==> src/rtl/app_gpio_bridge_if.sv <==
// OPB slave-side register bus seen by the GPIO bridge: address, write data,
// one-cycle read/write strobes and registered read data.
interface app_gpio_bridge_if;
   logic [31:0] OPB_DI;
   logic [31:0] OPB_DO;
   logic [31:0] OPB_ADDR;
   logic        APP_RE;
   logic        APP_WE;

   modport master (output OPB_DI, OPB_ADDR, APP_RE, APP_WE, input OPB_DO);
   modport slave  (input OPB_DI, OPB_ADDR, APP_RE, APP_WE, output OPB_DO);
endinterface

==> src/rtl/app_gpio_bridge.sv <==
// OPB register GPIO bridge: set/clear outputs with safe-state override, synchronised
// inputs with loopback, sticky armed edge capture and a level interrupt. Reads return 1 cycle later.
module app_gpio_bridge #(
   parameter int                 NUM_OUT     = 18,
   parameter int                 NUM_IN      = 13,
   parameter int                 SYNC_STAGES = 2,
   parameter logic [NUM_OUT-1:0] OUT_RESET   = '0,
   parameter logic [NUM_OUT-1:0] OUT_SAFE    = '0
) (
   input  logic                OPB_CLK,
   input  logic                OPB_RST,
   app_gpio_bridge_if.slave    opb,
   output logic [NUM_OUT-1:0]  APP_OUT,
   input  logic [NUM_IN-1:0]   APP_IN,
   output logic                APP_IRQ
);
   localparam int          ARM_MAX = SYNC_STAGES + 1;
   localparam logic [31:0] IN_MASK = {32{1'b1}} >> (32 - NUM_IN);

   logic [SYNC_STAGES-1:0][NUM_IN-1:0] r_sync;
   logic [NUM_IN-1:0]  r_prev;
   logic [NUM_IN-1:0]  r_rise_en;
   logic [NUM_IN-1:0]  r_fall_en;
   logic [NUM_IN-1:0]  r_stat;
   logic [NUM_OUT-1:0] r_out_data;
   logic [NUM_OUT-1:0] r_app_out;
   logic [2:0]         r_ctrl;
   logic [2:0]         r_arm;
   logic [31:0]        r_do;
   logic               r_irq;

   logic [2:0]         w_addr;
   logic [NUM_IN-1:0]  w_sync;
   logic               w_armed;
   logic [NUM_IN-1:0]  w_set;
   logic [NUM_IN-1:0]  w_clr;
   logic [NUM_IN-1:0]  w_stat_nxt;
   logic [NUM_OUT-1:0] w_out_nxt;
   logic [2:0]         w_ctrl_nxt;
   logic [31:0]        w_rd;
   logic               w_unused;

   assign w_addr   = opb.OPB_ADDR[4:2];
   assign w_unused = ^{opb.OPB_ADDR, opb.OPB_DI};
   assign w_sync   = r_sync[SYNC_STAGES-1];
   // Edges are ignored until the synchroniser and prev flop hold real pin samples.
   assign w_armed  = (r_arm == 3'(ARM_MAX));

   always_comb begin
      w_out_nxt  = r_out_data;
      w_ctrl_nxt = r_ctrl;
      w_clr      = '0;
      if (opb.APP_WE) begin
         case (w_addr)
            3'd0:    w_out_nxt = opb.OPB_DI[NUM_OUT-1:0];
            3'd1:    w_out_nxt = r_out_data | opb.OPB_DI[NUM_OUT-1:0];
            3'd2:    w_out_nxt = r_out_data & ~opb.OPB_DI[NUM_OUT-1:0];
            3'd6:    w_clr     = opb.OPB_DI[NUM_IN-1:0];
            3'd7:    w_ctrl_nxt = opb.OPB_DI[2:0];
            default: ;
         endcase
      end
      w_set = '0;
      if (w_armed)
         w_set = (w_sync & ~r_prev & r_rise_en) | (~w_sync & r_prev & r_fall_en);
      // A fresh edge in the clearing cycle must not be lost, so set is applied last.
      w_stat_nxt = (r_stat & ~w_clr) | w_set;
   end

   always_comb begin
      w_rd = '0;
      case (w_addr)
         3'd0:    w_rd = 32'(r_out_data);
         3'd3:    w_rd = r_ctrl[0] ? (32'(r_out_data) & IN_MASK) : 32'(w_sync);
         3'd4:    w_rd = 32'(r_rise_en);
         3'd5:    w_rd = 32'(r_fall_en);
         3'd6:    w_rd = 32'(r_stat);
         3'd7:    w_rd = 32'(r_ctrl);
         default: w_rd = '0;
      endcase
   end

   always_ff @(posedge OPB_CLK or posedge OPB_RST) begin
      if (OPB_RST) begin
         r_sync     <= '0;
         r_prev     <= '0;
         r_rise_en  <= '0;
         r_fall_en  <= '0;
         r_stat     <= '0;
         r_out_data <= OUT_RESET;
         r_app_out  <= OUT_RESET;
         r_ctrl     <= '0;
         r_arm      <= '0;
         r_do       <= '0;
         r_irq      <= 1'b0;
      end else begin
         r_sync <= {r_sync[SYNC_STAGES-2:0], APP_IN};
         r_prev <= w_sync;
         if (!w_armed)
            r_arm <= r_arm + 3'd1;
         if (opb.APP_WE && w_addr == 3'd4)
            r_rise_en <= opb.OPB_DI[NUM_IN-1:0];
         if (opb.APP_WE && w_addr == 3'd5)
            r_fall_en <= opb.OPB_DI[NUM_IN-1:0];
         r_stat     <= w_stat_nxt;
         r_out_data <= w_out_nxt;
         r_ctrl     <= w_ctrl_nxt;
         r_app_out  <= w_ctrl_nxt[1] ? OUT_SAFE : w_out_nxt;
         if (opb.APP_RE)
            r_do <= w_rd;
         r_irq <= r_ctrl[2] & (|r_stat);
      end
   end

   assign opb.OPB_DO = r_do;
   assign APP_OUT    = r_app_out;
   assign APP_IRQ    = r_irq;
endmodule
==> src/flat_wrapper.sv <==
// flat-port wrapper written by rule: the top's interface ports become plain ports
module app_gpio_bridge_flat 
#(
   parameter int                 NUM_OUT     = 18,
   parameter int                 NUM_IN      = 13,
   parameter int                 SYNC_STAGES = 2,
   parameter logic [NUM_OUT-1:0] OUT_RESET   = '0,
   parameter logic [NUM_OUT-1:0] OUT_SAFE    = '0
)
  (OPB_CLK, OPB_RST, APP_OUT, APP_IN, APP_IRQ, opb_OPB_DI, opb_OPB_ADDR, opb_APP_RE, opb_APP_WE, opb_OPB_DO);
  app_gpio_bridge_if opb_i ();
  input  logic OPB_CLK;
  input  logic OPB_RST;
  output logic [NUM_OUT-1:0] APP_OUT;
  input  logic [NUM_IN-1:0] APP_IN;
  output logic APP_IRQ;
  input wire logic [$bits(opb_i.OPB_DI)-1:0] opb_OPB_DI;
  input wire logic [$bits(opb_i.OPB_ADDR)-1:0] opb_OPB_ADDR;
  input wire logic [$bits(opb_i.APP_RE)-1:0] opb_APP_RE;
  input wire logic [$bits(opb_i.APP_WE)-1:0] opb_APP_WE;
  output wire logic [$bits(opb_i.OPB_DO)-1:0] opb_OPB_DO;
  assign opb_i.OPB_DI = opb_OPB_DI;
  assign opb_i.OPB_ADDR = opb_OPB_ADDR;
  assign opb_i.APP_RE = opb_APP_RE;
  assign opb_i.APP_WE = opb_APP_WE;
  assign opb_OPB_DO = opb_i.OPB_DO;
  app_gpio_bridge #(.NUM_OUT(NUM_OUT), .NUM_IN(NUM_IN), .SYNC_STAGES(SYNC_STAGES), .OUT_RESET(OUT_RESET), .OUT_SAFE(OUT_SAFE)) u_core (.OPB_CLK(OPB_CLK), .OPB_RST(OPB_RST), .opb(opb_i), .APP_OUT(APP_OUT), .APP_IN(APP_IN), .APP_IRQ(APP_IRQ));
endmodule
==> config.mk <==
export PLATFORM = sky130hd
export DESIGN_NAME = app_gpio_bridge_flat
export DESIGN_NICKNAME = d
export VERILOG_FILES = /design/src/rtl/app_gpio_bridge_if.sv /design/src/rtl/app_gpio_bridge.sv /design/src/flat_wrapper.sv
export SDC_FILE = /design/constraint.sdc
export NUM_CORES = 1
export LEC_CHECK = 0
export BUFFER_PORTS_ARGS = -buffer_cell sky130_fd_sc_hd__buf_2
export CORE_UTILIZATION = 54
export CTS_CLUSTER_DIAMETER = 60
export DETAILED_ROUTE_END_ITERATION = 6
export MAX_ROUTING_LAYER = met4
export PLACE_DENSITY = 0.88
export SETUP_SLACK_MARGIN = 0.5
export SLEW_MARGIN = 20
export SYNTH_ARGS = -nofsm -noshare
export SYNTH_HDL_FRONTEND = slang
export SYNTH_SLANG_ARGS = --single-unit
==> constraint.sdc <==
create_clock -name OPB_CLK -period 5.45 [get_ports OPB_CLK]
set_clock_uncertainty 0.1 [all_clocks]
set_input_delay 1.09 -clock OPB_CLK [delete_from_list [all_inputs] [get_ports OPB_CLK]]
set_output_delay 1.09 -clock OPB_CLK [all_outputs]
set_load 0.05 [all_outputs]
==> summary.txt, run 1 <==
Timing
  • Tmin final: 2.97 ns
  • Setup TNS: 0 ns
  • Max Freq: between 0.3 and 0.4 GHz
  • Final setup viols: 0
  • Fin crit share: 54.4%
  • Worst-Margin Slew: 0.992 ns
  • Final hold violations: 0
  • Worst slew margin: 33.5%
  • Slew Limit Fails: 0
  • RSZ-0062 raised after global routing: false

Worst setup path
  • Crit-path cells: buf_2 -> inv_2 -> nor3_2 -> nand2_1 -> a22o_1
  • Worst-path maximum fanout: 32
  • Worst Setup Start Kind: input port
  • CP endpoint kind: flip-flop
  • R2r startpoint: u_core.r_arm[0]
  • R2R Setup Slk: around 3.7 ns
  • WP buf/inv: 2
  • Crit path arrival time: 3.29 ns
  • R2r worst-path depth: 3
  • Kind of critical path: input port to flip-flop
  • Slowest-stage cell, CP: nor3_2
  • Top delay family on crit path: simple AND/OR/NAND/NOR gates
  • Reg2reg end: u_core.r_arm[1]
  • CP max stage delay: 0.87 ns
  • CP Data Required Time: 5.77 ns

Synth
  • Top post-synthesis cells by count: 139 x dfrtp_1, 49 x o21ai_0, 38 x a22o_1
  • Average cell area after synthesis: 12.9 sq um
  • Yosys top cell by area: dfrtp_1
  • Ranking of synthesized cells by area: dfrtp_1 60%, mux2_2 5.8%, a22o_1 5.8%
  • Area share of the largest cell type after synthesis: about 60%
  • Synth Instances: 448
  • Count leader, synth: dfrtp_1
  • Yosys cell types: 49
  • Synth Flop Type: dfrtp_1
  • FFs w/ async S/R, synth: 100%
  • Syn Std Cell Area: 0.00579 sq mm
  • Number of flops mapped to enable cells by yosys: 0
  • Post-synthesis sequential area ratio: about three fifths
  • #FFs+latches synth: 139
  • Synth warn: 0

Pwr
  • Clk pwr share: approximately 38%
  • Switching share of total power: 30.8%
  • Pwr/cell area: 434 mW/mm^2
  • Leakage power: 3.08 nW
  • Sequential share of power: 43.9%
  • Pwr Total: 2.91 mW
  • Internal power: 2.01 mW
  • Peak VDD IR: 0.200 mV
  • P_sw: 0.898 mW
  • Logic pwr share: 18.6%

Final layout
  • Non-filler cells, final: about 670
  • P&R area growth vs syn: 15.8%
  • Post-layout util: 64.6%
  • Nets@finish: 600
  • Layout cells sized above 1: 29.6%

GRT
  • Gr ovfl total: 0
  • Vias in the first global route: 3,994
  • Maximum number of pins on one net before global-route repair: 107
  • First-pass GRT wire length: around 21,000 microns
  • Initial antenna violation count: 2
  • Total GRT Usage: between 20% and 30%

Floorplan
  • Boundary pin count: about 130
  • Row count: 37
  • Die area: 0.0111 sq mm
  • Die X: 106 microns
  • Core footprint: 0.0104 sq mm
  • Die Span Y: approximately 110 microns
  • Starting Density: 55.8%

Clock network
  • Clk slew on worst S/H paths: about 0.06 ns
  • TritonCTS clock tree: yes
  • CTS hold repair buffers: 0
  • CTS Sinks: 139
  • Clock Latency Late Sink: 0.54 ns
  • Htree depth: 4
  • Setup Buffers After CTS: 0
  • CTS resizes: 0
  • CTS Buffer Depth: 2
  • CTS buffer count: 17
  • Root buffer cell: clkbuf_8

Worst hold path
  • Hold Path Stages: 0
  • WHS Endpoint: u_core.w_sync[0]
  • HP Start: u_core.r_sync[0]
  • Hold crit path type: flip-flop to flip-flop

Placement
  • Detailed Place HPWL: 7880 microns
  • Cell count after placement: about 630
  • Final estimated routing congestion in global placement: 0.827
  • Port Buf Inserts: 74

Routing
  • ANT nets after route: 0
  • WL final: 12,700 microns
  • First-pass DRT Iterations: 5
  • DR WL/cell: 19.1 microns
  • Via count: ~4k
  • Vias per Instance: 5.91
  • DRC: 0
  • First DRT Iteration DRCs: approximately 400

Run
  • MaxCap Viol Count: 0

Run status
  • Run status: completed
## routing by layer
| metal | GRT usage [%] | routed length, microns | share of wire (%) |
|---|---|---|---|
| met1 | 30.8 | 5330 | 42 |
| met2 | 38.5 | 6100 | 48 |
| met3 | 7.54 | 911 | 7.2 |
| met4 | 14.2 | 394 | 3.1 |
| met5 | - | 0 | 0 |
## power by group through the flow
stage                     Sequential, mW  Combinational [mW]  Clock (mW)
final                               1.28               0.542        1.09
after global routing                1.29               0.576        1.16
after CTS                           1.27               0.542        1.11
after detailed placement            1.29               0.534           0
after global placement              1.28               0.521           0
after floorplan                     1.42               0.277           0
## layout make-up
cell class,count,area (sq um)
diodes,2,5.00
clock buffers,18,418
clock inverters,14,148
fillers,735,3670
inverters,6,27.5
multi-input cells,278,2080
flip-flops and latches,139,3480
well taps,136,170
repair buffers,75,378
## worst register-to-register path: cells and delay by family (launching register included)
family                   cells  cell delay (ns)
multiplexers                 1             0.41
flip-flops                   1             0.37
adder cells (fa/ha/maj)      2             0.79
## cells by family after synthesis
kind of cell	count (synthesis)	synth area share [%]
buffers and inverters	44	4.80
flip-flops	139	60.1
XOR/XNOR	2	0.303
other	1	0.0648
multiplexers	48	9.25
AO/OA/AOI/OAI	120	14.5
adder cells (fa/ha/maj)	2	0.432
AND/OR/NAND/NOR	92	10.5
## worst max path at each step
stage                    start                 to  slack, ns  cells past startpoint
6_report       opb_OPB_ADDR[3]  u_core.r_stat[10]       2.48                      5
4_1_cts        opb_OPB_ADDR[3]  u_core.r_stat[10]       2.51                      5
3_5_place_dp   opb_OPB_ADDR[3]   u_core.r_stat[8]       2.06                      5
2_1_floorplan          OPB_RST     u_core.APP_IRQ       0.54                      1
5_1_grt        opb_OPB_ADDR[3]   u_core.r_stat[0]       2.39                      5
3_3_place_gp   opb_OPB_ADDR[3]   u_core.r_stat[8]       2.07                      5
## cell usage in the layout, fill, tap and decap left out, types with 3 or more instances in the layout
master / count
a22o_1: 38
a22oi_1: 17
a32oi_1: 3
buf_2: 74
clkbuf_16: 16
clkinv_2: 3
clkinvlp_4: 5
conb_1: 14
dfrtp_1: 139
inv_6: 3
mux2_2: 30
mux2i_1: 16
nand2_1: 30
nand3b_1: 21
nor2_1: 5
nor2b_1: 10
nor2b_4: 8
o21a_1: 3
o21ai_0: 48
## stage by stage
stage                     instance area, sq um  hold WS [ns]  setup slack (ns)
final                                     6700         0.247              2.48
after global routing                      6700         0.254              2.39
after CTS                                 6700         0.248              2.51
after detailed placement                  6130         0.235              2.06
after global placement                    6130         0.232              2.07
after floorplan                           5840         0.231             0.535
## state kept, by name, indices dropped and copies added (netlist names)
name and cells:
u_core.APP_OUT 18, u_core.opb.OPB_DO 18, u_core.r_out_data 18, u_core.r_fall_en 13, u_core.r_prev 13, u_core.r_rise_en 13, u_core.r_stat 13, u_core.r_sync 13
u_core.w_sync 13, u_core.r_arm 3, u_core.r_ctrl 3, u_core.APP_IRQ 1
Note: power is estimated with default switching activity, not from simulation.
==> run 2, diff against run 1 <==
==> constraint.sdc (replaced) <==
create_clock -name OPB_CLK -period 3.1 [get_ports OPB_CLK]
set_clock_uncertainty 0.1 [all_clocks]
set_input_delay 0.62 -clock OPB_CLK [delete_from_list [all_inputs] [get_ports OPB_CLK]]
set_output_delay 0.62 -clock OPB_CLK [all_outputs]
set_load 0.05 [all_outputs]
==> run 2 against run 1 <==
Net effect:
- power rose by 85%
- largest power group unchanged
- sequential cell count did not move
- worst hold slack got worse by 0.15 ns
- global-route usage rose by 0.075 points
- die area did not move
- first-iteration DRC count fell by 18%
- clock power rose by 100%
- cell area rose by 1.9%
- wire length fell by 0.63%
- combinational power rose by 77%
- via count rose by 0.35%
- non-clock buffer count rose by 5
==> summary.txt, run 2 (synthesis gave the netlist of run 1 again) <==
Pwr
  • Peak VDD IR: 0.417 mV (+110%)
  • Clk pwr share: 40.6% (+3.1 points)
  • P_sw: 1.58 mW (+75%)
  • Sequential share of power: 41.6% (-2.3 points)
  • Internal power: 3.82 mW (+90%)
  • Switching share of total power: 29.2% (-1.6 points)
  • Pwr/cell area: 789 mW/mm^2 (+82%)
  • Logic pwr share: 17.8% (-0.8 points)
  • Leakage power: 3.15 nW (+2.1%)

Routing
  • Via count: 3,964 (+0.35%)
  • WL final: 12,700 microns (-0.63%)
  • Vias per Instance: 5.90 (-0.24%)
  • DR WL/cell: 18.8 microns (-1.2%)
  • ANT nets after route: 0 (unchanged)
  • First DRT Iteration DRCs: 331 (-18%)
  • DRC: 0 (unchanged)
  • First-pass DRT Iterations: 5 (unchanged)

Worst hold path
  • WHS Endpoint: u_core.r_sync[12]
  • Hold crit path type: input port to flip-flop
  • Hold Path Stages: 1 (+1)
  • HP Start: APP_IN[12]

Run
  • MaxCap Viol Count: 0 (unchanged)

Floorplan
  • Row count: 37 (unchanged)
  • Die Span Y: 106 microns (unchanged)
  • Die area: 0.0111 sq mm (unchanged)
  • Starting Density: 55.8% (unchanged)
  • Boundary pin count: 132 (unchanged)
  • Die X: 106 microns (unchanged)
  • Core footprint: 0.0104 sq mm (unchanged)

Worst setup path
  • Worst Setup Start Kind: input port
  • Kind of critical path: input port to flip-flop
  • R2r startpoint: u_core.r_arm[0]
  • R2R Setup Slk: 1.34 ns (-2.33 ns)
  • Crit path arrival time: 2.26 ns (-1.03 ns)
  • Worst-path maximum fanout: 34 (+6.3%)
  • CP Data Required Time: 3.40 ns (-2.37 ns)
  • Reg2reg end: u_core.r_arm[1]
  • R2r worst-path depth: 3 (unchanged)
  • CP endpoint kind: flip-flop

GRT
  • Gr ovfl total: 0 (unchanged)
  • Initial antenna violation count: 1 (-1)
  • Vias in the first global route: 4,085 (+2.3%)
  • First-pass GRT wire length: 20,800 microns (+0.80%)
  • Maximum number of pins on one net before global-route repair: 140 (+31%)
  • Total GRT Usage: 25.6% (+0.075 points)

Clock network
  • Htree depth: 4 (unchanged)
  • Clock Latency Late Sink: 0.52 ns (-0.02 ns)
  • Setup Buffers After CTS: 0 (unchanged)
  • CTS Sinks: 139 (unchanged)
  • CTS Buffer Depth: 2 (unchanged)
  • CTS resizes: 0 (unchanged)
  • CTS hold repair buffers: 0 (unchanged)
  • CTS buffer count: 17 (unchanged)
  • Root buffer cell: clkbuf_8
  • Clk slew on worst S/H paths: 0.06 ns (about the same)
  • TritonCTS clock tree: yes

Timing
  • Final hold violations: 0 (unchanged)
  • Fin crit share: 63.0%
  • Final setup viols: 0 (unchanged)
  • Worst-Margin Slew: 0.792 ns (-0.200 ns)
  • Slew Limit Fails: 0 (unchanged)
  • Tmin final: 1.95 ns
  • Setup TNS: 0 ns (unchanged)
  • Worst slew margin: 47.2% (+14 points)
  • RSZ-0062 raised after global routing: false
  • Max Freq: 0.512 GHz

Final layout
  • P&R area growth vs syn: 18.0%
  • Post-layout util: 65.9% (+1.2 points)
  • Nets@finish: 605 (+0.83%)
  • Fillers: 705 (-4.1%)
  • Most frequent cells in the layout: 139 x dfrtp_1, 74 x buf_2, 49 x o21ai_0
  • Non-filler cells, final: 672 (+0.60%)
  • Most common cell after layout, fill and taps aside: dfrtp_1
  • Final Instance Area: 0.00683 sq mm (+1.9%)
  • Layout cells sized above 1: 30.3% (+0.66 points)

Run status
  • Run status: completed

Placement
  • Detailed Place HPWL: 7820 microns (-0.79%)
  • Cell count after placement: 639 (+0.79%)
  • Final estimated routing congestion in global placement: 0.829 (+0.27%)
  • Port Buf Inserts: 74 (unchanged)
  • Placed cell areas: 0.00618 sq mm (+0.80%)
==> run 2: cell count changes in the layout (fill, tap and decap cells not counted), sizes merged <==
| cell | delta |
|---|---|
| clkbuf | +1 |
| bufinv | +3 |
| diode | -1 |
| clkinv | -3 |
| buf | +5 |
| clkinvlp | -1 |
==> run 2: per-layer routing <==
metal | GRT usage, % | vias up | wire [microns]
li1 | - | 1747 | -
met1 | 32.5 | 1989 | 5300
met2 | 38.6 | 198 | 6150
met3 | 6.68 | 30 | 920
met4 | 12.0 | 0 | 287
met5 | - | - | 0
==> run 2: worst max-delay path by stage <==
stage,startpoint,end,slack (ns),cells after the start
finish,opb_OPB_ADDR[2],u_core.APP_OUT[16],1.15,5
floorplan,OPB_RST,u_core.APP_IRQ,0.64,1
global route,opb_OPB_ADDR[2],u_core.APP_OUT[16],1.01,5
global placement,opb_OPB_ADDR[2],u_core.r_rise_en[9],0.70,4
CTS,u_core.opb.OPB_DO[12],opb_OPB_DO[12],1.17,1
detailed placement,opb_OPB_ADDR[2],u_core.APP_OUT[16],0.65,5
==> run 2: worst max-delay path: stages <==
cell,delay [ns]
buf_2,0.31
nor3b_4,0.65
o21ai_0,0.22
a22o_1,0.29
nor2b_2,0.14
==> run 2: area by class of cell <==
class	count	area (sq um)	share of cell area (%)
Antenna cell	1	2.50	0.0366
Clock buffer	19	432	6.32
Clock inverter	13	213	3.11
Inverter	6	26.3	0.385
Multi-Input combinational cell	278	2080	30.5
Sequential cell	139	3480	50.9
Tap cell	136	170	2.49
Timing Repair Buffer	80	428	6.27
==> run 2: power by group through the flow <==
stage	combinational, mW	sequential, mW	clock [mW]
after global routing	1.02	2.27	2.30
after detailed placement	0.946	2.26	0
after floorplan	0.487	2.49	0
after CTS	0.959	2.24	2.22
after global placement	0.921	2.25	0
final	0.958	2.25	2.19
==> run 2: through the flow <==
| stage | power [mW] | setup WS, ns | hold WS, ns |
|---|---|---|---|
| after floorplan | 2.98 | 0.645 | 0.231 |
| after global placement | 3.17 | 0.696 | 0.233 |
| after detailed placement | 3.21 | 0.647 | 0.235 |
| after CTS | 5.42 | 1.17 | 0.0791 |
| after global routing | 5.60 | 1.01 | 0.0845 |
| final | 5.39 | 1.15 | 0.101 |
